[src/rtl/if_id_stage_if.sv]
// Fetch/decode bus of the IF/ID stage: instruction memory, EX branch resolution,
// ID/EX hazard inputs and the IF/ID register outputs.
interface if_id_stage_if;
  logic [31:0] Instr_In;
  logic        BranchTaken_In;
  logic [31:0] BranchTarget_In;
  logic [1:0]  IDEX_Mem2RegSEL_In;
  logic [4:0]  IDEX_RTAddr_In;
  logic [31:0] PCAddr_Out;
  logic [31:0] Instr_Out;
  logic [31:0] PCAddr_ID_Out;
  logic        Bubble_Out;
  logic        Done_Out;
  logic [31:0] CycleCount_Out;

  modport master (
    input  Instr_In, BranchTaken_In, BranchTarget_In, IDEX_Mem2RegSEL_In, IDEX_RTAddr_In,
    output PCAddr_Out, Instr_Out, PCAddr_ID_Out, Bubble_Out, Done_Out, CycleCount_Out
  );

  modport slave (
    output Instr_In, BranchTaken_In, BranchTarget_In, IDEX_Mem2RegSEL_In, IDEX_RTAddr_In,
    input  PCAddr_Out, Instr_Out, PCAddr_ID_Out, Bubble_Out, Done_Out, CycleCount_Out
  );
endinterface

[src/rtl/if_id_stage.sv]
// Fetch stage and IF/ID register: owns the PC, handles load-use stalls, EX branch
// flushes, and the halt drain that ends in a sticky Done_Out.
module if_id_stage #(
  parameter logic [31:0] RESET_PC     = 32'h0000_0000,
  parameter logic [31:0] HALT_INSTR   = 32'hFFFF_FFFF,
  parameter int unsigned DRAIN_CYCLES = 3
) (
  input logic           CLOCK,
  input logic           RESET,
  if_id_stage_if.master bus
);

  typedef enum logic [1:0] {StRun, StDrain, StDone} state_e;

  state_e      state_q, state_d;
  logic [31:0] pc_q, pc_d;
  logic [31:0] instr_q, instr_d;
  logic [31:0] pc_id_q, pc_id_d;
  logic [7:0]  drain_q, drain_d;
  logic [31:0] cycle_q, cycle_d;
  logic        done_q, done_d;
  logic        bubble;

  logic [4:0] rs, rt;
  logic       stall, halt_id;

  assign rs      = instr_q[25:21];
  assign rt      = instr_q[20:16];
  assign stall   = (bus.IDEX_Mem2RegSEL_In == 2'b01) && (bus.IDEX_RTAddr_In != 5'd0) &&
                   ((bus.IDEX_RTAddr_In == rs) || (bus.IDEX_RTAddr_In == rt));
  assign halt_id = (instr_q == HALT_INSTR);

  always_comb begin
    state_d = state_q;
    pc_d    = pc_q;
    instr_d = instr_q;
    pc_id_d = pc_id_q;
    drain_d = drain_q;
    done_d  = done_q;
    bubble  = 1'b0;
    unique case (state_q)
      StRun: begin
        // Branch outranks stall and halt so a wrong-path halt is squashed.
        if (bus.BranchTaken_In) begin
          pc_d    = bus.BranchTarget_In;
          instr_d = 32'h0;
          bubble  = 1'b1;
        end else if (stall) begin
          bubble = 1'b1;
        end else if (halt_id) begin
          instr_d = 32'h0;
          bubble  = 1'b1;
          state_d = StDrain;
          drain_d = 8'(DRAIN_CYCLES);
        end else begin
          instr_d = bus.Instr_In;
          pc_d    = pc_q + 32'd4;
          pc_id_d = pc_q + 32'd4;
        end
      end
      StDrain: begin
        drain_d = drain_q - 8'd1;
        if (drain_q <= 8'd1) begin
          state_d = StDone;
          done_d  = 1'b1;
        end
      end
      StDone: ;
      default: state_d = StRun;
    endcase
    cycle_d = (state_q != StDone) ? cycle_q + 32'd1 : cycle_q;
  end

  always_ff @(posedge CLOCK) begin
    if (RESET) begin
      state_q <= StRun;
      pc_q    <= RESET_PC;
      instr_q <= 32'h0;
      pc_id_q <= 32'h0;
      drain_q <= 8'd0;
      cycle_q <= 32'h0;
      done_q  <= 1'b0;
    end else begin
      state_q <= state_d;
      pc_q    <= pc_d;
      instr_q <= instr_d;
      pc_id_q <= pc_id_d;
      drain_q <= drain_d;
      cycle_q <= cycle_d;
      done_q  <= done_d;
    end
  end

  assign bus.PCAddr_Out     = pc_q;
  assign bus.Instr_Out      = instr_q;
  assign bus.PCAddr_ID_Out  = pc_id_q;
  assign bus.Bubble_Out     = bubble & ~RESET;
  assign bus.Done_Out       = done_q;
  assign bus.CycleCount_Out = cycle_q;

endmodule
[src/flat_wrapper.sv]
// flat-port wrapper written by rule: the top's interface ports become plain ports
module if_id_stage_flat 
#(
  parameter logic [31:0] RESET_PC     = 32'h0000_0000,
  parameter logic [31:0] HALT_INSTR   = 32'hFFFF_FFFF,
  parameter int unsigned DRAIN_CYCLES = 3
)
  (CLOCK, RESET, bus_Instr_In, bus_BranchTaken_In, bus_BranchTarget_In, bus_IDEX_Mem2RegSEL_In, bus_IDEX_RTAddr_In, bus_PCAddr_Out, bus_Instr_Out, bus_PCAddr_ID_Out, bus_Bubble_Out, bus_Done_Out, bus_CycleCount_Out);
  if_id_stage_if bus_i ();
  input logic CLOCK;
  input logic RESET;
  input wire logic [$bits(bus_i.Instr_In)-1:0] bus_Instr_In;
  input wire logic [$bits(bus_i.BranchTaken_In)-1:0] bus_BranchTaken_In;
  input wire logic [$bits(bus_i.BranchTarget_In)-1:0] bus_BranchTarget_In;
  input wire logic [$bits(bus_i.IDEX_Mem2RegSEL_In)-1:0] bus_IDEX_Mem2RegSEL_In;
  input wire logic [$bits(bus_i.IDEX_RTAddr_In)-1:0] bus_IDEX_RTAddr_In;
  output wire logic [$bits(bus_i.PCAddr_Out)-1:0] bus_PCAddr_Out;
  output wire logic [$bits(bus_i.Instr_Out)-1:0] bus_Instr_Out;
  output wire logic [$bits(bus_i.PCAddr_ID_Out)-1:0] bus_PCAddr_ID_Out;
  output wire logic [$bits(bus_i.Bubble_Out)-1:0] bus_Bubble_Out;
  output wire logic [$bits(bus_i.Done_Out)-1:0] bus_Done_Out;
  output wire logic [$bits(bus_i.CycleCount_Out)-1:0] bus_CycleCount_Out;
  assign bus_i.Instr_In = bus_Instr_In;
  assign bus_i.BranchTaken_In = bus_BranchTaken_In;
  assign bus_i.BranchTarget_In = bus_BranchTarget_In;
  assign bus_i.IDEX_Mem2RegSEL_In = bus_IDEX_Mem2RegSEL_In;
  assign bus_i.IDEX_RTAddr_In = bus_IDEX_RTAddr_In;
  assign bus_PCAddr_Out = bus_i.PCAddr_Out;
  assign bus_Instr_Out = bus_i.Instr_Out;
  assign bus_PCAddr_ID_Out = bus_i.PCAddr_ID_Out;
  assign bus_Bubble_Out = bus_i.Bubble_Out;
  assign bus_Done_Out = bus_i.Done_Out;
  assign bus_CycleCount_Out = bus_i.CycleCount_Out;
  if_id_stage #(.RESET_PC(RESET_PC), .HALT_INSTR(HALT_INSTR), .DRAIN_CYCLES(DRAIN_CYCLES)) u_core (.CLOCK(CLOCK), .RESET(RESET), .bus(bus_i));
endmodule
[config.mk]
export PLATFORM = sky130hd
export DESIGN_NAME = if_id_stage_flat
export DESIGN_NICKNAME = d
export VERILOG_FILES = /design/src/rtl/if_id_stage_if.sv /design/src/rtl/if_id_stage.sv /design/src/flat_wrapper.sv
export SDC_FILE = /design/constraint.sdc
export NUM_CORES = 1
export LEC_CHECK = 0
export ABC_AREA = 1
export CAP_MARGIN = 20
export CORE_MARGIN = 4
export CORE_UTILIZATION = 53
export DETAILED_ROUTE_END_ITERATION = 10
export PLACE_DENSITY_LB_ADDON = 0.1
export SETUP_SLACK_MARGIN = 0.15
export SKIP_CTS_REPAIR_TIMING = 1
export SLEW_MARGIN = 20
export SYNTH_ARGS = -nofsm -noshare
export SYNTH_HDL_FRONTEND = slang
export SYNTH_SLANG_ARGS = --single-unit
[constraint.sdc]
create_clock -name CLOCK -period 3 [get_ports CLOCK]
set_input_delay 0.45 -clock CLOCK [delete_from_list [all_inputs] [get_ports CLOCK]]
set_output_delay 0.45 -clock CLOCK [all_outputs]
set_load 0.02 [all_outputs]
[Word-level counts from Yosys, hierarchy flattened]
Index checks and enable logic that the tools add are counted.
Word-level totals
  bits in registers: 139
  input port bits: 74
  word-level logic and storage cells: 61
Cells by class
  add/subtract/negate cells: 3
  $lt $le $gt $ge: 1
  eq/ne operators: 13
  multiplexer cells: 19
  bitwise gates (word level): 6
  reductions and logical operators: 12
Operator list (number)
  two-way mux 32 bit: 6
  adder 32 x 1 -> 32 bit, second input constant: 1
  adder 32 x 3 -> 32 bit, second input constant: 1
  equality test 32 bit, second input constant: 1
  two-way mux 8 bit: 3
  case mux 8 bit (2 select lines): 1
  equality test 5 bit: 2
  != test 2 bit, second input constant: 5
  less-or-equal comparator 8 x 1 -> 1 bit, second input constant: 1
  two-way mux 2 bit: 4
  AND reduction 4 bit: 2
  subtractor 8 x 1 -> 8 bit, second input constant: 1
  case mux 2 bit (3 select lines): 1
  NOT 1 bit: 5
  AND reduction 5 bit: 1
  nonzero test 5 bit: 1
  equality test 2 x 1 -> 1 bit, second input constant: 2
  two-way mux 1 bit: 4
  != test 2 x 1 -> 1 bit, second input constant: 2
  AND reduction 2 bit: 2
  AND reduction 3 bit: 1
  equality test 2 bit, second input constant: 1
  logical AND 1 bit: 2
  zero test 2 bit: 1
  other kinds (3): 3

[Logic depth before layout (Yosys ltp)]
  depth in word-level cells: 7
  depth in mapped cells: 12
  mapped depth without buffers: 11

[Worst setup path before layout]
No wires, ideal clock.
  path type: reg2out
  start point: register u_core.instr_q[25], in the netlist u_core.bus.Instr_Out[25]
  end point: output bus_Bubble_Out
  arrival: 1.570 ns
  data required time: 2.550 ns
  path slack: 0.980 ns
  cell stages (with the launch flop): 11
  buffers on the path: 0
  cells stage by stage: dfxtp_1 > inv_1 > nand2_1 > nand2_1 > nor2_1 > nand3_1 > nand2_2 > nand2_2 > inv_1 > nor3_1 > nor3_1
On the way
  word-level cells in the longest chain between the ends: 7
RTL lines
  from (decl): line if_id_stage.sv:17  | logic [31:0] instr_q, instr_d;
  from (signal assigned): line if_id_stage.sv:86  | instr_q <= instr_d;
  parallel branches: the longest is 3 deep, another holds equality test 32 bit
  two-way mux 1 bit (*): line if_id_stage.sv:48  | end else if (stall) begin
  two-way mux 1 bit (*): line if_id_stage.sv:44  | if (bus.BranchTaken_In) begin
  two-way mux 1 bit (*): line if_id_stage.sv:41  | unique case (state_q)
  bitwise AND 1 bit (*): line if_id_stage.sv:97  | assign bus.Bubble_Out = bubble & ~RESET;
  to (decl): line flat_wrapper.sv:20  | output wire logic [$bits(bus_i.Bubble_Out)-1:0] bus_Bubble_Out;
Every way passes the cells marked *.

[Final worst setup path]
  start point: input bus_IDEX_RTAddr_In[1]
  end point: output bus_Bubble_Out
On the way
  word-level cells in the longest chain between the ends: 7
RTL lines
  from (decl): line flat_wrapper.sv:16  | input wire logic [$bits(bus_i.IDEX_RTAddr_In)-1:0] bus_IDEX_RTAddr_In;
  equality test 5 bit / nonzero test 5 bit (equally long branches): line if_id_stage.sv:30, if_id_stage.sv:29
  logical OR 1 bit / logical AND 1 bit (equally long branches): line if_id_stage.sv:30, if_id_stage.sv:29
  logical AND 1 bit (*): line if_id_stage.sv:29  | assign stall = (bus.IDEX_Mem2RegSEL_In == 2'b01) && (bus.IDEX_RTAddr_In != 5'd0) &&
  two-way mux 1 bit (*): line if_id_stage.sv:48
  two-way mux 1 bit (*): line if_id_stage.sv:44
  two-way mux 1 bit (*): line if_id_stage.sv:41
  bitwise AND 1 bit (*): line if_id_stage.sv:97
Every way passes the cells marked *; elsewhere a longest branch is shown, timed or not.

==> impl_metrics.tcl <==
set metrics [dict create \
    status "complete, no violations" \
    yosys_warnings 0 \
    fin_area_um2 10300 \
    drv_cap 0 \
    final_cells 1625 \
    post-route-util_pct 74.2 \
    cts_tree "yes" \
    drc 0 \
    synthArstFlopShare_pct 0 \
    avgSynthCellArea_um2 6.11 \
    rsz0062_at_grt "no" \
    die_area_um2 16300 \
    cp_max_fo 3 \
    min_period_ns 2.46 \
    synth_cell_types 33 \
    synth_top_cells_by_area "dfxtp_1 (37%), nand2_1 (21%), nor2_1 (11%)" \
    clk_latency_ns 0.42 \
    clk_pin_slew_ns 0.06 \
    cts_made_buffers 17 \
    synth_top_area_cell "dfxtp_1" \
    place_area_um2 9750 \
    setup_viol 0 \
    critical_path_arrival_ns 2.01 \
    power_mw 6.20 \
    dp.cells 1594 \
    finalHoldViolCount 0 \
    irDropWorstVdd_mv 0.367 \
    synth_top_area_share_pct 36.6 \
    ys.flop_type "dfxtp_1" \
    grt_overflow 0 \
    n_antenna_cell 0 \
    num_rows 43 \
    via_per_inst 5.10 \
    critical_path_class "in -> out" \
    cts_root_buf "clkbuf_16" \
    grt_pass1_vias 7695 \
    routed_wl_mm 21.9 \
    synth-edff-count 0 \
    hpwl_mm 15.8 \
    relSlewSlack_pct 58.2 \
    antenna_found_initial 0 \
    grt_pass1_wl_mm 35.7 \
    cp-start-kind "primary input" \
    hold_class "reg -> reg" \
    yosysMostFrequentCell "nand2_1" \
    place_congestion 0.928 \
    grt_max_degree 50 \
    die_w_um 128 \
    routedWlPerCell_um 13.5 \
    fin_nets 1511 \
    fin_tns_setup_ns 0 \
    syn2layout_area_growth_pct 36.1 \
    finalCritPeriodShare_pct 81.9 \
    required_ns 2.55 \
    port_buffers 203 \
    first_iter_violations 636 \
    synth-seq-cells 139 \
    clock_skew_ns 0.00577 \
    p_leak_nw 4.30 \
    die_h_um 128 \
    cts_buffer_depth 2 \
    worst_slew_pin_slew_ns 0.626 \
    slew_viol_final 0 \
    core_um2 13900 \
    fill_cells 1183 \
    ant_nets 0 \
    power.density_nw_per_um2 599 \
    initial_utilization_pct 54.5 \
    vias 8282 \
    track_usage_pct 26.6 \
    drive_gt1_share_pct 5.12 \
    ys_top_cells_by_count "nand2_1 (423), nor2_1 (229), dfxtp_1 (139), inv_1 (127), a21oi_1 (65)" \
    fmax_ghz 0.407 \
    cts_num_sinks 139 \
    h-tree-depth 4 \
    syn_nets 1321 \
    syn_area_um2 7590 \
    ios 204 \
    dr.pass1.iters 6 \
    synth_cells 1243 \
    crit_path_end_kind "primary output" \
    yosysSeqAreaShare_pct 36.6 \
]
-- through the flow --
stage	hold slack, ns	worst slack (ns)
floorplan	0.441	0.980
global placement	0.437	0.198
detailed placement	0.448	0.147
CTS	0.457	0.143
global route	0.489	0.383
finish	0.460	0.542
-- cell families (layout without fill, tap and decap cells) --
kind of cell | Yosys count | in the layout | share of synthesized area (%)
compound gates | 89 | 89 | 5.98
simple gates | 802 | 802 | 44.0
xor+xnor | 27 | 27 | 3.11
fa+ha+maj | 4 | 4 | 0.659
buf+inv | 181 | 383 | 9.49
mux | 1 | 1 | 0.132
flops | 139 | 139 | 36.6
-- cell usage in the layout (no fill, tap or decap), types with 2 or more instances in the layout --
master / netlist / final
clkbuf_1: 23 / 4
inv_1: 127 / 127
bufinv_16: 0 / 2
nand4_1: 49 / 49
nor2_2: 7 / 7
clkbuf_16: 0 / 17
inv_2: 7 / 7
clkbuf_8: 0 / 4
nor3_1: 18 / 18
xor2_1: 22 / 22
nand3_4: 2 / 2
nor4_1: 2 / 2
dfxtp_1: 139 / 139
nor2_1: 229 / 229
nand3_1: 52 / 52
a21oi_1: 65 / 65
o21ai_0: 19 / 19
or2_2: 8 / 8
nand2_2: 4 / 4
clkdlybuf4s50_1: 0 / 201
o21a_1: 2 / 2
ha_1: 4 / 4
clkinv_2: 0 / 2
nand3b_1: 4 / 4
buf_4: 3 / 14
nand2_1: 423 / 423
xnor2_1: 5 / 5
-- metal layers --
layer	up-vias	global-route usage, %	wire length (um)
met5	-	0	0
met2	266	45.9	10700
met4	0	11.2	744
met1	3713	31.5	9060
met3	54	6.58	1400
li1	4249	-	-
-- area by class of cell --
class / count / area (um^2) / share of cell area, %
inverter: 134 / 503 / 4.87
clock buffer: 25 / 495 / 4.79
clock inverter: 6 / 86.3 / 0.835
multi-input combinational: 923 / 4090 / 39.6
sequential: 139 / 2780 / 26.9
timing repair buffer: 218 / 2150 / 20.8
tap: 180 / 225 / 2.18
-- final timing paths --
check | startpoint | to | slack (ns) | cells after the start
hold / removal | u_core.bus.Done_Out$_SDFFE_PP0P_ | u_core.bus.Done_Out$_SDFFE_PP0P_ | 0.46 | 2
setup / recovery | bus_IDEX_RTAddr_In[1] | bus_Bubble_Out | 0.54 | 12
setup reg to reg | u_core.bus.Instr_Out[25]$_SDFFE_PP0P_ | u_core.bus.PCAddr_Out[7]$_SDFFE_PP0P_ | 0.86 | 11
hold reg to reg | u_core.bus.Done_Out$_SDFFE_PP0P_ | u_core.bus.Done_Out$_SDFFE_PP0P_ | 0.46 | 2
-- worst max-delay path: stages --
cell             delay [ns]
clkdlybuf4s50_1        0.51
inv_1                  0.08
nand2_1                0.06
nand2_1                0.05
nor2_1                 0.11
nand3_1                0.09
nand2_2                0.11
nand2_2                0.06
inv_1                  0.05
nor3_1                 0.04
nor3_1                 0.12
dlymetal6s2s_1         0.26
-- power breakdown --
group	internal, mW	total, mW	switching (mW)
registers	2.07	2.28	0.211
logic	0.788	1.85	1.06
clock network	1.31	2.07	0.765
total	4.16	6.20	2.03
-- registers in the layout, indices dropped and copies added, names as in the netlist --
| signal | count |
|---|---|
| u_core.bus.CycleCount_Out | 32 |
| u_core.bus.Instr_Out | 32 |
| u_core.bus.PCAddr_ID_Out | 32 |
| u_core.bus.PCAddr_Out | 32 |
| u_core.drain_q | 8 |
| u_core.state_q | 2 |
| u_core.bus.Done_Out | 1 |
No activity file was read; power rests on OpenSTA's default activity.
